`src/rtl/buf_pkg.sv`:
```
// ============================================================================
// Module  : buf_pkg
// Purpose : Shared defaults and width helpers for the parametrised FIFO buffer.
//           DEF_* constants are the default geometry; ptr_w/cnt_w give the
//           pointer and occupancy widths for a given depth.
// Ports   : none (package)
// Revision: 1.0 - initial release
// ============================================================================
`default_nettype none

package buf_pkg;

  localparam int DEF_DATA_W   = 8;
  localparam int DEF_DEPTH    = 4;
  localparam int DEF_AF_LEVEL = 3;

  // Pointer width: enough bits to index DEPTH entries.
  function automatic int ptr_w(input int depth);
    return $clog2(depth);
  endfunction

  // Occupancy width: must also represent the value DEPTH itself.
  function automatic int cnt_w(input int depth);
    return $clog2(depth + 1);
  endfunction

endpackage

`default_nettype wire

```
`src/rtl/buf_ptr_ctr.sv`:
```
// ============================================================================
// Module  : buf_ptr_ctr
// Purpose : WIDTH-bit wrapping pointer counter. A synchronous clear has
//           priority over increment; rst clears asynchronously.
// Ports   : clk  - clock, rising edge
//           rst  - asynchronous active-high reset
//           clr  - synchronous clear to 0
//           inc  - advance by one, wrapping 2**WIDTH-1 -> 0
//           ptr  - current pointer value
// Revision: 1.0 - initial release
// ============================================================================
`default_nettype none

module buf_ptr_ctr #(
  parameter int WIDTH = 2
) (
  input  logic             clk,
  input  logic             rst,
  input  logic             clr,
  input  logic             inc,
  output logic [WIDTH-1:0] ptr
);

  // DEPTH is a power of two, so the natural binary rollover is the wrap.
  always_ff @(posedge clk or posedge rst) begin
    if (rst) begin
      ptr <= '0;
    end else if (clr) begin
      ptr <= '0;
    end else if (inc) begin
      ptr <= ptr + WIDTH'(1);
    end
  end

endmodule

`default_nettype wire

```
`src/rtl/param_fifo_buffer.sv`:
```
// ============================================================================
// Module  : param_fifo_buffer
// Purpose : DEPTH-entry first-word-fall-through FIFO with valid/ready on both
//           sides, registered occupancy/status flags and a synchronous flush.
//           Optional macro FIFO_ERR_FLAGS_EN adds sticky overflow/underflow
//           error outputs.
// Ports   : clk, rst (async, active-high), flush (sync discard)
//           wr_valid/wr_ready/wr_data  - producer side
//           rd_valid/rd_ready/rd_data  - consumer side
//           count, full, empty, almost_full - status
//           err_ovf, err_udf           - only with FIFO_ERR_FLAGS_EN
// Revision: 1.0 - initial release
// ============================================================================
`default_nettype none

module param_fifo_buffer
  import buf_pkg::*;
#(
  parameter int DATA_W   = DEF_DATA_W,
  parameter int DEPTH    = DEF_DEPTH,
  parameter int AF_LEVEL = DEF_AF_LEVEL
) (
  input  logic                     clk,
  input  logic                     rst,
  input  logic                     flush,
  input  logic                     wr_valid,
  output logic                     wr_ready,
  input  logic [DATA_W-1:0]        wr_data,
  output logic                     rd_valid,
  input  logic                     rd_ready,
  output logic [DATA_W-1:0]        rd_data,
  output logic [cnt_w(DEPTH)-1:0]  count,
  output logic                     full,
  output logic                     empty,
  output logic                     almost_full
`ifdef FIFO_ERR_FLAGS_EN
  ,
  output logic                     err_ovf,
  output logic                     err_udf
`endif
);

  localparam int PW = ptr_w(DEPTH);
  localparam int CW = cnt_w(DEPTH);

  logic [DATA_W-1:0] mem [DEPTH];
  logic [PW-1:0]     wr_ptr;
  logic [PW-1:0]     rd_ptr;
  logic              push;
  logic              pop;
  logic [CW-1:0]     cnt_next;

  // Handshake qualification. wr_ready is deliberately independent of
  // rd_ready: a full buffer refuses a write even when a pop is in flight.
  assign wr_ready = ~full;
  assign rd_valid = ~empty;
  assign push     = wr_valid & ~full;
  assign pop      = rd_ready & ~empty;

  buf_ptr_ctr #(.WIDTH(PW)) u_wr_ptr (
    .clk (clk),
    .rst (rst),
    .clr (flush),
    .inc (push),
    .ptr (wr_ptr)
  );

  buf_ptr_ctr #(.WIDTH(PW)) u_rd_ptr (
    .clk (clk),
    .rst (rst),
    .clr (flush),
    .inc (pop),
    .ptr (rd_ptr)
  );

  // Storage resets to zero so unwritten entries never present X on rd_data.
  // Flush leaves contents untouched; only the pointers and count move.
  always_ff @(posedge clk or posedge rst) begin
    if (rst) begin
      for (int i = 0; i < DEPTH; i++) begin
        mem[i] <= '0;
      end
    end else if (push && !flush) begin
      mem[wr_ptr] <= wr_data;
    end
  end

  assign rd_data = mem[rd_ptr];

  always_comb begin
    cnt_next = count;
    if (push && !pop) begin
      cnt_next = count + CW'(1);
    end else if (pop && !push) begin
      cnt_next = count - CW'(1);
    end
  end

  // Flags are derived from the next count so they change on the same edge
  // as count itself.
  always_ff @(posedge clk or posedge rst) begin
    if (rst) begin
      count       <= '0;
      empty       <= 1'b1;
      full        <= 1'b0;
      almost_full <= 1'b0;
    end else if (flush) begin
      count       <= '0;
      empty       <= 1'b1;
      full        <= 1'b0;
      almost_full <= 1'b0;
    end else begin
      count       <= cnt_next;
      empty       <= (cnt_next == '0);
      full        <= (cnt_next == CW'(DEPTH));
      almost_full <= (cnt_next >= CW'(AF_LEVEL));
    end
  end

`ifdef FIFO_ERR_FLAGS_EN
  // Sticky error indicators; flush clears them even if an error condition
  // is present in the same cycle.
  always_ff @(posedge clk or posedge rst) begin
    if (rst) begin
      err_ovf <= 1'b0;
      err_udf <= 1'b0;
    end else if (flush) begin
      err_ovf <= 1'b0;
      err_udf <= 1'b0;
    end else begin
      if (wr_valid && full) begin
        err_ovf <= 1'b1;
      end
      if (rd_ready && empty) begin
        err_udf <= 1'b1;
      end
    end
  end
`endif

endmodule

`default_nettype wire

```
`config.mk`:
```
export PLATFORM = sky130hd
export DESIGN_NAME = param_fifo_buffer
export DESIGN_NICKNAME = d
export VERILOG_FILES = /design/src/rtl/buf_pkg.sv /design/src/rtl/buf_ptr_ctr.sv /design/src/rtl/param_fifo_buffer.sv
export SDC_FILE = /design/constraint.sdc
export NUM_CORES = 1
export LEC_CHECK = 0
export ABC_AREA = 1
export CAP_MARGIN = 15
export CORE_ASPECT_RATIO = 0.5
export CORE_MARGIN = 2
export CORE_UTILIZATION = 35
export DETAILED_ROUTE_END_ITERATION = 12
export PLACE_DENSITY = 0.67
export SYNTH_ARGS = -nofsm -noshare
export SYNTH_HDL_FRONTEND = slang
export SYNTH_SLANG_ARGS = --single-unit
```
`constraint.sdc`:
```
create_clock -name clk -period 2 [get_ports clk]
set_clock_uncertainty 0.2 [all_clocks]
set_input_delay 0.4 -clock clk [delete_from_list [all_inputs] [get_ports clk]]
set_output_delay 0.4 -clock clk [all_outputs]
set_load 0.05 [all_outputs]
```
Word level (Yosys, flattened, before mapping)
Cells that the tools add are included.
{"block": "totals", "register_bits": 42, "latch_bits": 0, "mem_bits_rw": 0, "mem_bits_ro": 0, "input_bits": 13, "n_memories": 0}
{"block": "op_classes", "add_sub_neg": 4, "multipliers": 0, "div": 0, "n_lt_le_gt_ge": 4, "eq_ne": 1, "n_shift": 0, "muxes": 16, "bitwise_logic": 6, "n_reduce_logical": 10}
{"op": "$bwmux 32", "count": 1}
{"op": "$mux 8", "count": 3}
{"op": "$bmux 8 s2", "count": 1}
{"op": "$demux 8 s2", "count": 1}
{"op": "$mux 3", "count": 3}
{"op": "$mux 2", "count": 4}
{"op": "$ge 3x3->1 const B", "count": 2}
{"op": "$not 2->3", "count": 2}
{"op": "$add 2x1->2 const B", "count": 2}
{"op": "$logic_and 1x1->1", "count": 4}
{"op": "$reduce_bool 2->1", "count": 2}
{"op": "$add 3x1->3 const B", "count": 1}
{"op": "$eq 3x3->1 const B", "count": 1}
{"op": "$ge 3x2->1 const B", "count": 1}
{"op": "$logic_not 1->1", "count": 3}
{"op": "$logic_not 3->1", "count": 1}
{"op": "$lt 3x1->1 const B", "count": 1}
{"op": "$mux 1", "count": 3}
{"op": "$sub 3x1->3 const B", "count": 1}
{"op": "$and 1x1->1", "count": 2}
{"op": "$not 1->1", "count": 2}

Longest topological paths before layout
Gate-level depths: netlist (run 1).
{"block": "logic_depth", "depth_word": 8, "ltp_mapped": 10}

By module
From an unflattened synthesis (run 1), not the netlist that was laid out.
{"block": "unflattened", "cells_unflattened": 236, "area_unflattened_um2": 2098.3}
{"mod": "param_fifo_buffer", "n_inst": 1, "cells_per_inst": 212, "area_each_um2": 1918.1, "seq_area_each_um2": 952.2}
{"mod": "buf_ptr_ctr", "n_inst": 2, "cells_per_inst": 12, "area_each_um2": 90.1, "seq_area_each_um2": 50.0}

Worst setup path after synthesis (run 1)
Ideal clock, no wire load.
{"block": "synth_timing", "path_kind": "reg-to-output", "from": "reg u_rd_ptr.ptr[0]", "to": "out rd_data[6]", "arrival_time_ps": 1652, "path_slack_ps": -252, "path_stages_with_launch": 6, "path_cell_list": "dfrtp_1 > buf_2 > inv_1 > buf_2 > o21ai_0 > o22ai_1"}
{"block": "synth_between", "elab_chain_cells": 4}
{"element": "from (decl)", "line_no": "buf_ptr_ctr.sv:21", "source": "output logic [WIDTH-1:0] ptr"}
{"element": "from (signal assigned)", "line_no": "buf_ptr_ctr.sv:31", "source": "ptr <= ptr + WIDTH'(1);"}
{"element": "$not 2->3 (not written as such)", "line_no": "param_fifo_buffer.sv:88", "source": "assign rd_data = mem[rd_ptr];"}
{"element": "$bmux 8 s2", "line_no": "param_fifo_buffer.sv:88"}
{"element": "$mux 8 (not written as such) (2 in a row)", "line_no": "param_fifo_buffer.sv:88"}
{"element": "to (decl)", "line_no": "param_fifo_buffer.sv:31", "source": "output logic [DATA_W-1:0] rd_data,"}
No other way between the ends. The select of a mux whose other input is x is not followed.

Final worst setup path (run 1)
Same ends and word-level chain as after synthesis.

==> impl_results.md, run 1 <==
* Leading area contributor after synthesis: dfrtp_1
* CTS tree: yes
* GPL Wtd Cong at 0.790
* WS Path Type: flip-flop to output port
* Vias/cell at 4.83
* Detail Route Antenna Nets at 0
* Dpl cells at 326
* Slew @ Worst Pin at 0.317 ns
* Yosys warns at 0
* Cell Count, Final, Fillers Out at 335
* Post-Synthesis Cells at 228
* Run status: finished clean
* Period utilization at 99.6%
* # rows at 19
* Clock transition at path regs at 0.06 ns
* Global-route wire length before repair at 7160 um
* TritonRoute pass-1 iters at 4
* Worst setup SP type: flip-flop
* Bufs and invs on worst path at 3
* Syn_area_per_cell at 8.96 um^2
* RSZ-0062 raised after global routing: yes
* Most frequent cells in the layout: nand2_1 (50), dfrtp_1 (41), o21ai_1 (34)
* Final hold vios at 0
* VDD IR-drop max at 0.625 mV
* Max incr delay on CP at 0.42 ns
* Count of cell types in the netlist at 22
* Crit. End Element: output port
* Die width at 112 um
* Synth Register Bits at 42
* Hold-fix buffers, CTS at 0
* Synthesized cell area at 2040 um^2
* Most common cell after layout, fill and taps aside: nand2_1
* Initial core utilization at 36.7%
* Die footprint at 6500 um^2
* Filler instances at 524
* Pwr per Cell Area at 1180 nW/um^2
* Lkg Pwr at 1.35 nW
* Clock sink count at 42
* Antenna cells at 0
* Number of I/O pins at 29
* Area grow syn2layout at 34.3%
* Final Worst Setup Slack at 0.00764 ns
* Final #Nets at 280
* Post-CTS setup buffer count at 0
* H-tree levels at 2
* Crit-path cells: inv_2 > buf_6 > o21ai_0 > o22ai_2 > buf_12
* Rel. slew slack at 78.8%
* Total congestion overflow at 0
* Register area share after synthesis at 51.5%
* Die H at 58.0 um
* Vias in the first global route at 1,516
* CTS max path bufs at 2
* Initial antenna violation count at 0
* Design Power at 3.24 mW
* Layout cells sized above 1 at 25.2%
* Worst hold path class: input pin to asynchronous set/reset pin
* Post-synth top area share at 50.2%
* Critical Path Fanout Max at 8
* Clk root buf: clkbuf_16
* Tmin final at 1.99 ns
* Dpl hpwl at 2960 um
* Drt drc at 0
* Wire per inst at 13.1 um
* Core Area at 5560 um^2
* Gr usage total at 14.2%
* Slowest-stage cell, CP: dfrtp_1
* Port Buffers at 28
* CTS Buf Count at 5
* Clk_lat worst skew at 0.28 ns
* Fmax at 0.502 GHz
* Largest net degree at the start of global routing at 43
* Worst path required time at 1.40 ns
* Vias at 1,617
* Pins Over Slew Limit at 0
* Top cells by area, synth: dfrtp_1 (50%), nand2_1 (9.2%), o21ai_1 (5.9%)
* DRT iter0 DRCs at 94
* CP top delay family: buffers and inverters
* Maxcap violations at 0
* Pre-CTS setup slack at -0.0804 ns
* Total Routed Length at 4400 um
* Final setup violation count at 0
* Crit path arrival time at 1.39 ns
* Mapped Nets at 247
[where the power goes]
| group | switching (mW) | internal, mW |
|---|---|---|
| logic | 0.651 | 0.488 |
| registers | 0.127 | 1.06 |
| clock network | 0.321 | 0.588 |
[worst paths after layout]
| kind | slack, ns | cells past startpoint | to | from |
|---|---|---|---|---|
| setup reg to reg | 0.39 | 7 | almost_full | empty |
| hold / removal | 0.27 | 3 | almost_full | rst |
| max in group asynchronous | 1.07 | 3 | empty | rst |
| setup / recovery | 0.008 | 5 | rd_data[6] | u_rd_ptr.ptr[0] |
| hold reg to reg | 0.29 | 2 | mem[25] | mem[25] |
| min in group clk | 0.29 | 2 | mem[25] | mem[25] |
[per-stage QoR]
step / hold WS, ns / TNS [ns] / cell area [um^2] / utilization, %
after floorplan: 0.250 / 0 / 2090 / -
after global placement: 0.261 / 0 / 2530 / 45.5
after detailed placement: 0.265 / -0.164 / 2530 / 45.5
after CTS: 0.280 / -0.0106 / 2710 / 48.7
after global routing: 0.306 / -0.245 / 2740 / 49.3
final: 0.274 / 0 / 2740 / 49.3
[cell families (layout without fill, tap and decap cells)]
group | count (synthesis) | in the layout | synth area share (%)
compound gates | 61 | 61 | 17.3
fa+ha+maj | 6 | 6 | 3.68
flops | 42 | 42 | 51.5
buf+inv | 30 | 64 | 7.11
simple gates | 89 | 89 | 20.4
[final cells by class]
class / instances / area, um^2 / area share [%]
Sequential cell: 42 / 1050 / 38.4
Multi-Input combinational cell: 156 / 912 / 33.3
Timing Repair Buffer: 33 / 430 / 15.7
Clock buffer: 5 / 125 / 4.56
Tap cell: 73 / 91.3 / 3.33
Inverter: 23 / 86.3 / 3.15
Clock inverter: 3 / 45.0 / 1.64
[synth_stat cells (all sizes together)]
master	n
nand2	57
o21ai	50
dfrtp	41
inv	23
nor2	23
o22ai	8
nand3	7
buf	6
ha	6
a21oi	2
nand3b	2
a22o	1
clkbuf	1
dfstp	1
[routing by layer]
metal  track usage (%)  vias up  wire (um)
met5                 0        -          0
met4              6.45        0         71
met3              3.45        5        202
met2              23.5       35       2100
met1              18.0      769       2030
li1                  -      808          -
[registers in the layout, indices dropped and copies added, names as in the netlist]
| name | count |
|---|---|
| almost_full | 1 |
| count | 3 |
| empty | 1 |
| full | 1 |
| mem | 32 |
| u_rd_ptr.ptr | 2 |
| u_wr_ptr.ptr | 2 |
[worst min-delay path, stage by stage]
cell	delay, ns
clkdlybuf4s50_1	0.40
inv_1	0.09
buf_12	0.23
[repair_timing]
item	CTS	global route
setup endpoints to repair	8	8
gates cloned	0	1
pin swaps	0	4
gates resized for setup	2	24
Note: power is estimated with default switching activity, not from simulation.
==> run 2: changes to the inputs <==
Settings changed: CORE_UTILIZATION 35 to 25, PLACE_DENSITY 0.67 to 0.55.
==> run 2 against run 1 <==
The run now ends with negative setup slack left; sequential share of layout area fell by 1.2 points; via count fell by 0.43%; first-iteration DRC count rose by 7.4%; worst setup slack got worse by 0.025 ns; wire length rose by 5.0%; die area rose by 38%; fmax fell by 1.2%; critical path type unchanged.
==> impl_results.md, run 2 (same netlist as run 1, synthesis figures left out) <==
* Most common cell after layout, fill and taps aside: nand2_1
* Most frequent cells in the layout: nand2_1 (50), dfrtp_1 (40), o21ai_1 (39)
* WS Path Type: flip-flop to output port
* Vias/cell at 4.25
* CTS tree: yes
* TritonRoute pass-1 iters at 4
* Pins Over Slew Limit at 0
* Wire per inst at 12.2 um
* Crit. End Element: output port
* Vias in the first global route at 1,653
* H-tree levels at 2
* Initial antenna violation count at 0
* Die width at 132 um
* Pwr per Cell Area at 1150 nW/um^2
* Die H at 67.9 um
* Final setup violation count at 5
* Layout cells sized above 1 at 26.2%
* CTS Buf Count at 5
* Max incr delay on CP at 0.47 ns
* Maxcap violations at 0
* Initial core utilization at 25.6%
* Cell Count, Final, Fillers Out at 379
* Clock sink count at 42
* DRT iter0 DRCs at 101
* Max FFs per register at 32
* Vias at 1,610
* # rows at 23
* Global-route wire length before repair at 7960 um
* Clk root buf: clkbuf_16
* Top flop regs: mem (32), count (3)
* RSZ-0062 raised after global routing: yes
* Hold-fix buffers, CTS at 0
* Dpl cells at 366
* Slowest-stage cell, CP: dfrtp_2
* Final core occ at 35.6%
* Slew @ Worst Pin at 0.318 ns
* Period utilization at 101%
* Total congestion overflow at 0
* Tmin final at 2.02 ns
* Clk_lat worst skew at 0.28 ns
* Antenna cells at 0
* Dpl hpwl at 3180 um
* Worst path required time at 1.40 ns
* Drt drc at 0
* Failing checks: negative setup slack
* Crit-path cells: inv_4 > buf_6 > o21ai_1 > o22ai_2 > buf_12
* Die footprint at 8950 um^2
* TNS Setup at -0.0591 ns
* Final hold slack at 0.0967 ns
* Post-Place Cell Area at 2580 um^2
* Lkg Pwr at 1.37 nW
* Filler instances at 809
* Reg with most FFs: mem
* VDD IR-drop max at 0.331 mV
* Detail Route Antenna Nets at 0
* Worst setup SP type: flip-flop
* Core Area at 7970 um^2
* Largest net degree at the start of global routing at 26
* Fin area at 2840 um^2
* Final Worst Setup Slack at -0.0174 ns
* Run status: finished with violations
* Crit path arrival time at 1.42 ns
* Gr usage total at 11.4%
* Number of I/O pins at 29
* Final #Nets at 285
* GPL Wtd Cong at 0.724
* Fmax at 0.496 GHz
* Final hold vios at 0
* Total Routed Length at 4620 um
* Area grow syn2layout at 38.8%
* Clock transition at path regs at 0.06 ns
* Rel. slew slack at 78.8%
* Worst hold path class: input pin to asynchronous set/reset pin
* CTS max path bufs at 2
* Critical Path Fanout Max at 8
* Port Buffers at 28
run 2: routing by layer:
metal	part of all wire, %	GRT usage [%]	vias to the layer above
met1	50	14.0	758
met3	3.9	2.59	4
met4	1.1	4.48	0
li1	-	-	820
met5	0	0	-
met2	45	20.2	28
run 2: power by group:
group / leakage, nW / switching (mW) / internal [mW] / total (mW)
Clock: 0.0760 / 0.335 / 0.588 / 0.924
Combinational: 0.756 / 0.652 / 0.505 / 1.16
Sequential: 0.542 / 0.126 / 1.06 / 1.19
run 2: metrics by stage:
stage	total power [mW]	setup WS (ns)
detailed placement	2.31	-0.0416
CTS	3.26	-0.00906
floorplan	1.88	0.0535
global placement	2.29	-0.00701
global route	3.46	-0.0690
finish	3.27	-0.0174
run 2: final timing paths:
| check | slack, ns | endpoint | cells after the start | from |
|---|---|---|---|---|
| max | -0.02 | rd_data[7] | 5 | u_rd_ptr.ptr[0] |
| min | 0.1 | mem[24] | 2 | rst |
| max reg2reg | 0.43 | almost_full | 7 | empty |
| min reg2reg | 0.28 | mem[20] | 2 | mem[20] |
| max in group asynchronous | 0.97 | mem[28] | 3 | rst |
| min in group clk | 0.28 | mem[20] | 2 | mem[20] |
run 2: area by class of cell:
cell class	instances	area (um^2)	share of cell area, %
inverters	23	88.8	3.13
flip-flops and latches	42	1050	37.2
well taps	112	140	4.94
repair buffers	38	477	16.8
clock inverters	3	45.0	1.59
clock buffers	5	125	4.41
multi-input cells	156	906	32.0
run 2: worst max-delay path: cells and delay by family (launching register included):
kind | cells | cell delay, ns
flops | 1 | 0.47
buf+inv | 3 | 0.41
compound gates | 2 | 0.25
run 2: repair_timing:
| action | in CTS | in global routing |
|---|---|---|
| resized for setup | 8 | 22 |
| setup buffers | 1 | 2 |
| pin swaps | 2 | 8 |
| endpoints found under the hold margin | 0 | 0 |
| endpoints found under the setup margin | 8 | 8 |
| gates cloned | 1 | 1 |
